File: config.mk
export PLATFORM = sky130hd
export DESIGN_NAME = mult_sched
export DESIGN_NICKNAME = d
export VERILOG_FILES = /design/src/rtl/mult_sched_pkg.sv /design/src/rtl/mult_sched_mult.sv /design/src/rtl/mult_sched.sv
export SDC_FILE = /design/constraint.sdc
export NUM_CORES = 1
export LEC_CHECK = 0
export ABC_AREA = 1
export BUFFER_PORTS_ARGS = -buffer_cell sky130_fd_sc_hd__buf_2
export CAP_MARGIN = 20
export CORE_ASPECT_RATIO = 1.1
export CORE_MARGIN = 4
export CORE_UTILIZATION = 50
export DETAILED_ROUTE_END_ITERATION = 10
export GPL_TIMING_DRIVEN = 0
export PLACE_DENSITY_LB_ADDON = 0.05
export SYNTH_ARGS = -nofsm -noshare
export SYNTH_HDL_FRONTEND = slang
export SYNTH_HIERARCHICAL = 1
export SYNTH_SLANG_ARGS = --single-unit
File: constraint.sdc
create_clock -name clk_i -period 5.9 [get_ports clk_i]
set_clock_uncertainty 0.05 [all_clocks]
set_input_delay 1.18 -clock clk_i [delete_from_list [all_inputs] [get_ports clk_i]]
set_output_delay 1.18 -clock clk_i [all_outputs]
set_load 0.005 [all_outputs]
File: src/rtl/mult_sched_pkg.sv
// mult_sched_pkg
//   Shared types and constants for the multiplier scheduler slice.
//   - state_e : scheduler sequencing states
//   - OP_A_W  : operand A width
//   - OP_B_W  : operand B width
//   - PROD_W  : width of the scaled product (bits [17:8] of A*B)
`timescale 1ns/1ps
package mult_sched_pkg;

   localparam int unsigned OP_A_W = 10;
   localparam int unsigned OP_B_W = 8;
   localparam int unsigned PROD_W = 10;

   typedef enum logic [1:0] {
      IDLE,
      START,
      WAIT,
      DONE
   } state_e;

endpackage : mult_sched_pkg

File: src/rtl/mult_sched_mult.sv
// mult
//   Sequential shift-add multiplier, OP_A_W x OP_B_W, returning product
//   bits [17:8]. One partial-product step per clock after start.
//   Ports:
//     clk_i    : clock, rising edge
//     rst_ni   : asynchronous active-low reset
//     start_i  : one-cycle pulse, samples a_i/b_i
//     a_i, b_i : unsigned operands
//     ready_o  : high for one cycle when prod_o is valid
//     prod_o   : (a*b) >> 8
`timescale 1ns/1ps
module mult
   import mult_sched_pkg::*;
(
   input  logic              clk_i,
   input  logic              rst_ni,
   input  logic              start_i,
   input  logic [OP_A_W-1:0] a_i,
   input  logic [OP_B_W-1:0] b_i,
   output logic              ready_o,
   output logic [PROD_W-1:0] prod_o
);

   localparam logic [3:0] STEPS = 4'(OP_B_W);

   logic [OP_A_W-1:0] a_q;
   logic [PROD_W-1:0] hi_q, hi_d;
   logic [OP_B_W-1:0] lo_q, lo_d;
   logic [3:0]        cnt_q;
   logic              run_q;
   logic [OP_A_W:0]   sum;

   // Right-shifting accumulator: {hi, lo} starts as {0, B}; each step adds A
   // into hi when lo[0] is set and shifts the pair right. After OP_B_W steps
   // hi holds product bits [17:8] and the low half has shifted out through lo.
   always_comb begin
      sum  = {1'b0, hi_q} + (lo_q[0] ? {1'b0, a_q} : '0);
      hi_d = sum[OP_A_W:1];
      lo_d = {sum[0], lo_q[OP_B_W-1:1]};
   end

   always_ff @(posedge clk_i or negedge rst_ni) begin
      if (!rst_ni) begin
         a_q   <= '0;
         hi_q  <= '0;
         lo_q  <= '0;
         cnt_q <= '0;
         run_q <= 1'b0;
      end else if (start_i) begin
         a_q   <= a_i;
         hi_q  <= '0;
         lo_q  <= b_i;
         cnt_q <= STEPS;
         run_q <= 1'b1;
      end else if (run_q) begin
         if (cnt_q != '0) begin
            hi_q  <= hi_d;
            lo_q  <= lo_d;
            cnt_q <= cnt_q - 4'd1;
         end else begin
            run_q <= 1'b0;
         end
      end
   end

   assign ready_o = run_q && (cnt_q == '0);
   assign prod_o  = hi_q;

endmodule : mult

File: src/rtl/mult_sched.sv
// mult_sched
//   Round-robin scheduler sharing one shift-add multiplier among NUM_CH
//   requesting channels.
//   Optional feature: define MULT_SCHED_ZERO_SKIP_EN to bypass the
//   multiplier when the winning channel has a zero operand.
//   Ports:
//     clk_i   : clock, rising edge
//     rst_ni  : asynchronous active-low reset
//     req_i   : per-channel level request, held until ack_o
//     op_a_i  : packed per-channel operand A (NUM_CH x OP_A_W)
//     op_b_i  : packed per-channel operand B (NUM_CH x OP_B_W)
//     ack_o   : one-hot pulse, operands of that channel latched
//     done_o  : one-hot pulse, prod_o holds that channel's result
//     prod_o  : (A*B) >> 8, held until the next done_o
//     busy_o  : high whenever the scheduler is not idle
`timescale 1ns/1ps
module mult_sched
   import mult_sched_pkg::*;
#(
   parameter int unsigned NUM_CH = 3
)(
   input  logic                     clk_i,
   input  logic                     rst_ni,
   input  logic [NUM_CH-1:0]        req_i,
   input  logic [NUM_CH*OP_A_W-1:0] op_a_i,
   input  logic [NUM_CH*OP_B_W-1:0] op_b_i,
   output logic [NUM_CH-1:0]        ack_o,
   output logic [NUM_CH-1:0]        done_o,
   output logic [PROD_W-1:0]        prod_o,
   output logic                     busy_o
);

   localparam int unsigned IDX_W = (NUM_CH > 2) ? 2 : 1;

   state_e            state_q, state_d;
   logic [IDX_W-1:0]  idx_q, ptr_q, win_idx;
   logic              any_req;
   int unsigned       cand;
   logic [OP_A_W-1:0] a_q, win_a;
   logic [OP_B_W-1:0] b_q, win_b;
   logic [PROD_W-1:0] prod_q, mul_prod;
   logic              mul_start, mul_rdy;
   logic [NUM_CH-1:0] sel_onehot;
`ifdef MULT_SCHED_ZERO_SKIP_EN
   logic              skip_q, win_zero;
`endif

   // Round-robin search starting one past the last granted channel.
   always_comb begin
      any_req = 1'b0;
      win_idx = '0;
      cand    = 0;
      for (int unsigned k = 1; k <= NUM_CH; k++) begin
         cand = (32'(ptr_q) + k) % NUM_CH;
         if (!any_req && req_i[cand]) begin
            any_req = 1'b1;
            win_idx = IDX_W'(cand);
         end
      end
      win_a = op_a_i[32'(win_idx)*OP_A_W +: OP_A_W];
      win_b = op_b_i[32'(win_idx)*OP_B_W +: OP_B_W];
`ifdef MULT_SCHED_ZERO_SKIP_EN
      win_zero = (win_a == '0) || (win_b == '0);
`endif
   end

   // State register
   always_ff @(posedge clk_i or negedge rst_ni) begin
      if (!rst_ni) state_q <= IDLE;
      else         state_q <= state_d;
   end

   // Next-state logic
   always_comb begin
      state_d = state_q;
      case (state_q)
         IDLE: begin
            if (any_req) begin
`ifdef MULT_SCHED_ZERO_SKIP_EN
               state_d = win_zero ? DONE : START;
`else
               state_d = START;
`endif
            end
         end
         START:   state_d = WAIT;
         WAIT:    if (mul_rdy) state_d = DONE;
         DONE:    state_d = IDLE;
         default: state_d = IDLE;
      endcase
   end

   // Output logic
   always_comb begin
      sel_onehot = NUM_CH'(1) << idx_q;
      ack_o      = '0;
      done_o     = '0;
      mul_start  = 1'b0;
      busy_o     = (state_q != IDLE);
      case (state_q)
         START: begin
            ack_o     = sel_onehot;
            mul_start = 1'b1;
         end
         DONE: begin
            done_o = sel_onehot;
`ifdef MULT_SCHED_ZERO_SKIP_EN
            // A skipped grant acknowledges and completes in the same cycle.
            if (skip_q) ack_o = sel_onehot;
`endif
         end
         default: ;
      endcase
   end

   // Operand/index latch, result capture and round-robin pointer
   always_ff @(posedge clk_i or negedge rst_ni) begin
      if (!rst_ni) begin
         a_q    <= '0;
         b_q    <= '0;
         idx_q  <= '0;
         ptr_q  <= IDX_W'(NUM_CH - 1);
         prod_q <= '0;
`ifdef MULT_SCHED_ZERO_SKIP_EN
         skip_q <= 1'b0;
`endif
      end else begin
         case (state_q)
            IDLE: begin
               if (any_req) begin
                  a_q   <= win_a;
                  b_q   <= win_b;
                  idx_q <= win_idx;
`ifdef MULT_SCHED_ZERO_SKIP_EN
                  skip_q <= win_zero;
                  if (win_zero) prod_q <= '0;
`endif
               end
            end
            WAIT: begin
               if (mul_rdy) prod_q <= mul_prod;
            end
            DONE: begin
               ptr_q <= idx_q;
`ifdef MULT_SCHED_ZERO_SKIP_EN
               skip_q <= 1'b0;
`endif
            end
            default: ;
         endcase
      end
   end

   assign prod_o = prod_q;

   mult u_mult (
      .clk_i   (clk_i),
      .rst_ni  (rst_ni),
      .start_i (mul_start),
      .a_i     (a_q),
      .b_i     (b_q),
      .ready_o (mul_rdy),
      .prod_o  (mul_prod)
   );

endmodule : mult_sched

* Word-level counts from Yosys, hierarchy flattened
Cells that the tools add are included.
** Storage, ports and cells
- Bits in registers :: 67
- Bits of input ports :: 59
- Output and inout bits :: 17
** Cells by class
- Add/subtract/negate cells :: 5
- Multiply operators :: 1
- Div/mod/pow operators :: 3
- $lt $le $gt $ge :: 3
- Eq/ne operators :: 5
- Shifts and indexed selects :: 3
- Multiplexer cells :: 31
- Reductions and logical operators :: 15
** Operators by type and width (number)
- less-than comparator 32 x 3 -> 1 bit (second input constant) :: 3
- modulo 32 x 2 -> 32 bit (second input constant) :: 3
- 2-to-1 mux 10 bit :: 4
- indexed part select 30 x 7 -> 10 bit :: 1
- 2-to-1 mux 8 bit :: 3
- indexed part select 24 x 6 -> 8 bit :: 1
- 2-to-1 mux 4 bit :: 3
- adder 10 x 11 -> 11 bit :: 1
- 2-to-1 mux 1 bit :: 10
- 2-to-1 mux 2 bit :: 5
- one-hot mux 2 bit (4 select lines) :: 1
- AND reduction 2 bit :: 4
- adder 2 x 2 -> 3 bit (second input constant) :: 2
- binary-select mux 1 bit (select 2 bit) :: 3
- 2-to-1 mux 3 bit :: 2
- nonzero test 2 bit :: 3
- multiplier 2 x 3 -> 5 bit (second input constant) :: 1
- == test 2 bit (second input constant) :: 2
- logical NOT 4 bit :: 1
- inequality test 2 bit (second input constant) :: 2
- nonzero test 4 bit :: 1
- subtractor 4 x 1 -> 4 bit (second input constant) :: 1
- adder 2 x 1 -> 3 bit (second input constant) :: 1
- logical AND 1 bit :: 3
- 4 further kinds :: 5

* Depth between registers and ports, before layout
- Depth in word-level cells :: 13
- Depth in mapped cells :: 15

* Hierarchy
The synthesis kept the hierarchy.
** Modules (own cells, without submodules)
- mult_sched :: times used 1, cells each 340, area an instance 2492.4 µm², sequential area each 852.1 µm²
- mult :: times used 1, cells each 247, area an instance 1963.1 µm², sequential area each 825.8 µm²

* Worst setup path before layout
OpenSTA, ideal clock, no wires.
- Kind :: in2reg
- From :: input req_i[2]
- To :: register a_q[2] (netlist name)
- Arrival time :: 2.141 ns
- Required time :: 5.731 ns
- Setup slack :: 3.590 ns
- Cell stages on the path :: 11
- Buffers on the path :: 2
- Cell sequence :: inv_2 o21ai_2 nand2_4 nand3_4 nand2_4 inv_4 buf_6 buf_6 nor2_2 nor2_1 nand2_1
** RTL lines
- from (decl) :: RTL line mult_sched.sv:24 : input logic [NUM_CH-1:0] req_i,

* Worst setup path after layout
- From :: register state_q[1]
- To :: output ack_o[0]
** Between the ends
- Word-level cells in the longest chain between the ends :: 2
** Ends and longest elaborated chain
- from (decl) :: RTL line mult_sched.sv:35 : state_e state_q, state_d;
- from (signal assigned) :: RTL line mult_sched.sv:70 : else state_q <= state_d;
- == test 2 x 1 -> 1 bit :: RTL line mult_sched.sv:100 : case (state_q)
- 2-to-1 mux 3 bit :: RTL line mult_sched.sv:100
- to (decl) :: RTL line mult_sched.sv:27 : output logic [NUM_CH-1:0] ack_o,
Every way passes these cells.

==> impl_metrics.ini <==
[status]
status = complete, no violations

[flow_run]
drv_cap = 0

[power_and_ir_drop]
total_power_mw = 2.90
p_leak_nw = 2.93
irDropWorstVdd_uv = 362
power_density_nw_per_um2 = 556

[yosys]
avgSynthCellArea_um2 = 7.59
synth.distinct_cells = 42
yosys-top-cells-area = dfrtp_1 (37%), nand2_1 (14%), inv_1 (7.8%), nand3_1 (6.1%), ha_1 (5.6%)
ys_warn_count = 6
synth_area_leader_cell = dfrtp_1
synth_top_area_share_pct = 37.1
syn_inst = 587
ys_seq_elements = 67
synthTopCellsByCount = nand2_1 (168), inv_1 (92), dfrtp_1 (66), nor2_1 (65), nand3_1 (54)
syn-cell-area_um2 = 4460
synth_seq_area_share_pct = 37.7
ys.flop_type = dfrtp_1
synth_edf_count = 0
yosysMostFrequentCell = nand2_1
synth_fp_nets = 667
synthArstFlopShare_pct = 100

[timing]
slew_violations = 0
clock.fmax_mhz = 383
hold_viol = 0
rsz0062_at_grt = false
period_minus_slack_ps = 2610
final-setup-viol-count = 0
worst_pin_slew_ps = 820
tns_ps = 0
hold_ws_ps = 423
relSlewSlack_pct = 45.3
fin_crit_sh_pct = 44.3

[setup_path]
cp-end-kind = output pin
crit_type = register to output pin
slowest_stage = dfrtp_1
path_cells = inv_1, ha_1, inv_1, nor3_1, buf_2
crit_family = flip-flops
cp.required_ps = 4670
crit_buf_inv = 3
cp.arrival_ps = 1380
max_stage_delay_ps = 410
critPathMaxFanout = 3
rrSetupSlack_ps = 3680
startpoint_type = register
crit_top_cell = inv_1

[floorplan]
start_util_pct = 52.2
die-area_um2 = 10500
die_w_um = 98.0
placementRows = 35
core_area_um2 = 8540
die_y_um = 107
io_pins = 76

[cells_and_area]
utilization_pct = 61.1
drive_gt1_share_pct = 25.2
areaGrowthSynthToFinish_pct = 17.2
layout.nets = 753
fill_cells = 796
design_area_um2 = 5220
diodes = 0

[place]
place_hpwl_um = 7040
placedInstanceArea_um2 = 4970
gp_congestion = 0.863
io_buffers = 75

[clock_network]
cts.clk_slew.worst_paths_ps = 90
ctsLongestPathBuffers = 2
hold_buffers = 0
worst_skew_pair.late_latency_ps = 340
cts_setup_buffers = 0
postCtsResizedCells = 0
cts_tree = yes
ctsHtreeMaxLevel = 3
cts_buffers = 9
clock_sinks = 67
root_buffer = clkbuf_8

[global_routing]
antenna_found_initial = 0
grt_pass1_wl_um = 16300
grt_overflow = 0
grt_max_degree = 68
grt_pass1_vias = 3696
grtUsageTotal_pct = 18.6

[detailed_routing]
viasPerCell = 4.68
drt-total-wl_um = 9170
drc = 0
route.vias.total = 3692
ant_nets = 0
drt_iter0_drc = 129
wl_per_cell_um = 11.6
firstDrtPassIters = 4

[min_path]
worstHoldPathType = register to register
-- through the flow --
| step | worst slack, ps | std cells |
|---|---|---|
| after floorplan | 3590 | 587 |
| after global placement | 3280 | 773 |
| after detailed placement | 3310 | 773 |
| after CTS | 3250 | 789 |
| after global routing | 3150 | 789 |
| final | 3290 | 789 |
-- layout by cell type, fill, tap and decap left out, types with 3 or more instances in the layout --
cell,instances
o21a_1,3
nand4_1,3
inv_2,7
inv_1,92
buf_2,77
clkbuf_8,9
nand2_1,168
nor2_2,10
inv_4,3
o21ai_2,5
nor2_1,65
buf_6,10
ha_1,20
a21oi_1,10
nor3_1,4
nand2_4,7
nand3_2,4
o221ai_2,5
nand2_2,5
dfrtp_1,66
bufinv_16,3
nand3_4,3
mux2_2,10
nand3_1,54
o21ai_0,4
nand3b_1,3
-- layout make-up --
| cell class | count | area (um2) | share of cell area, % |
|---|---|---|---|
| buffer | 17 | 159 | 3.04 |
| multi-input combinational | 401 | 2230 | 42.7 |
| inverter | 102 | 390 | 7.48 |
| tap | 111 | 139 | 2.66 |
| sequential | 67 | 1680 | 32.1 |
| timing repair buffer | 75 | 378 | 7.24 |
| clock inverter | 7 | 124 | 2.37 |
| clock buffer | 9 | 124 | 2.37 |
-- routing by layer --
layer  track usage [%]  up-vias  share of wire [%]
li1                  -     1990                  -
met1              24.8     1626                 48
met2              31.4       71                 46
met3              3.51        5                4.6
met4              4.15        0               0.83
met5                 0        -                  0
-- logic make-up (layout without fill, tap and decap cells) --
kind of cell,after synthesis,count (layout),share of synthesized area [%]
compound gates,39,39,6.91
simple gates,329,329,34.1
mux,10,10,2.53
fa+ha+maj,21,21,6.07
xor+xnor,2,2,0.393
flops,67,67,37.7
buf+inv,119,210,12.3
-- report_power, final --
part	internal (mW)	leakage [nW]	total [mW]	switching (mW)
Sequential	0.666	0.845	0.785	0.119
Clock	0.284	0.120	0.474	0.190
Combinational	0.639	1.97	1.65	1.01
Total	1.59	2.93	2.90	1.31
-- worst paths after layout --
check,startpoint,to,depth (start not counted)
setup / recovery,state_q[1]$_DFFE_PN0P_,ack_o[0],5
hold / removal,u_mult/a_q[8]$_DFFE_PN0P_,u_mult/a_q[8]$_DFFE_PN0P_,2
max in group asynchronous,rst_ni,b_q[5]$_DFFE_PN0P_,1
min in group asynchronous,rst_ni,state_q[0]$_DFFE_PN0P_,1
hold reg to reg,u_mult/a_q[8]$_DFFE_PN0P_,u_mult/a_q[8]$_DFFE_PN0P_,2
setup reg to reg,ptr_q[1]$_DFFE_PN1P_,a_q[4]$_DFFE_PN0P_,14
-- state kept, by name, indices dropped and copies added (netlist names) --
name           count
u_mult/run_q       1
idx_q              2
u_mult/a_q        10
prod_o            10
a_q               10
b_q                8
u_mult/prod_o     10
state_q            2
u_mult/cnt_q       4
u_mult/lo_q        8
ptr_q              2
-- tightest hold or removal path: cells and delay by family, from the launching register on --
family	cells	cell delay, ps
simple gates	2	90
flops	1	350
(Power assumes the default switching activity.)
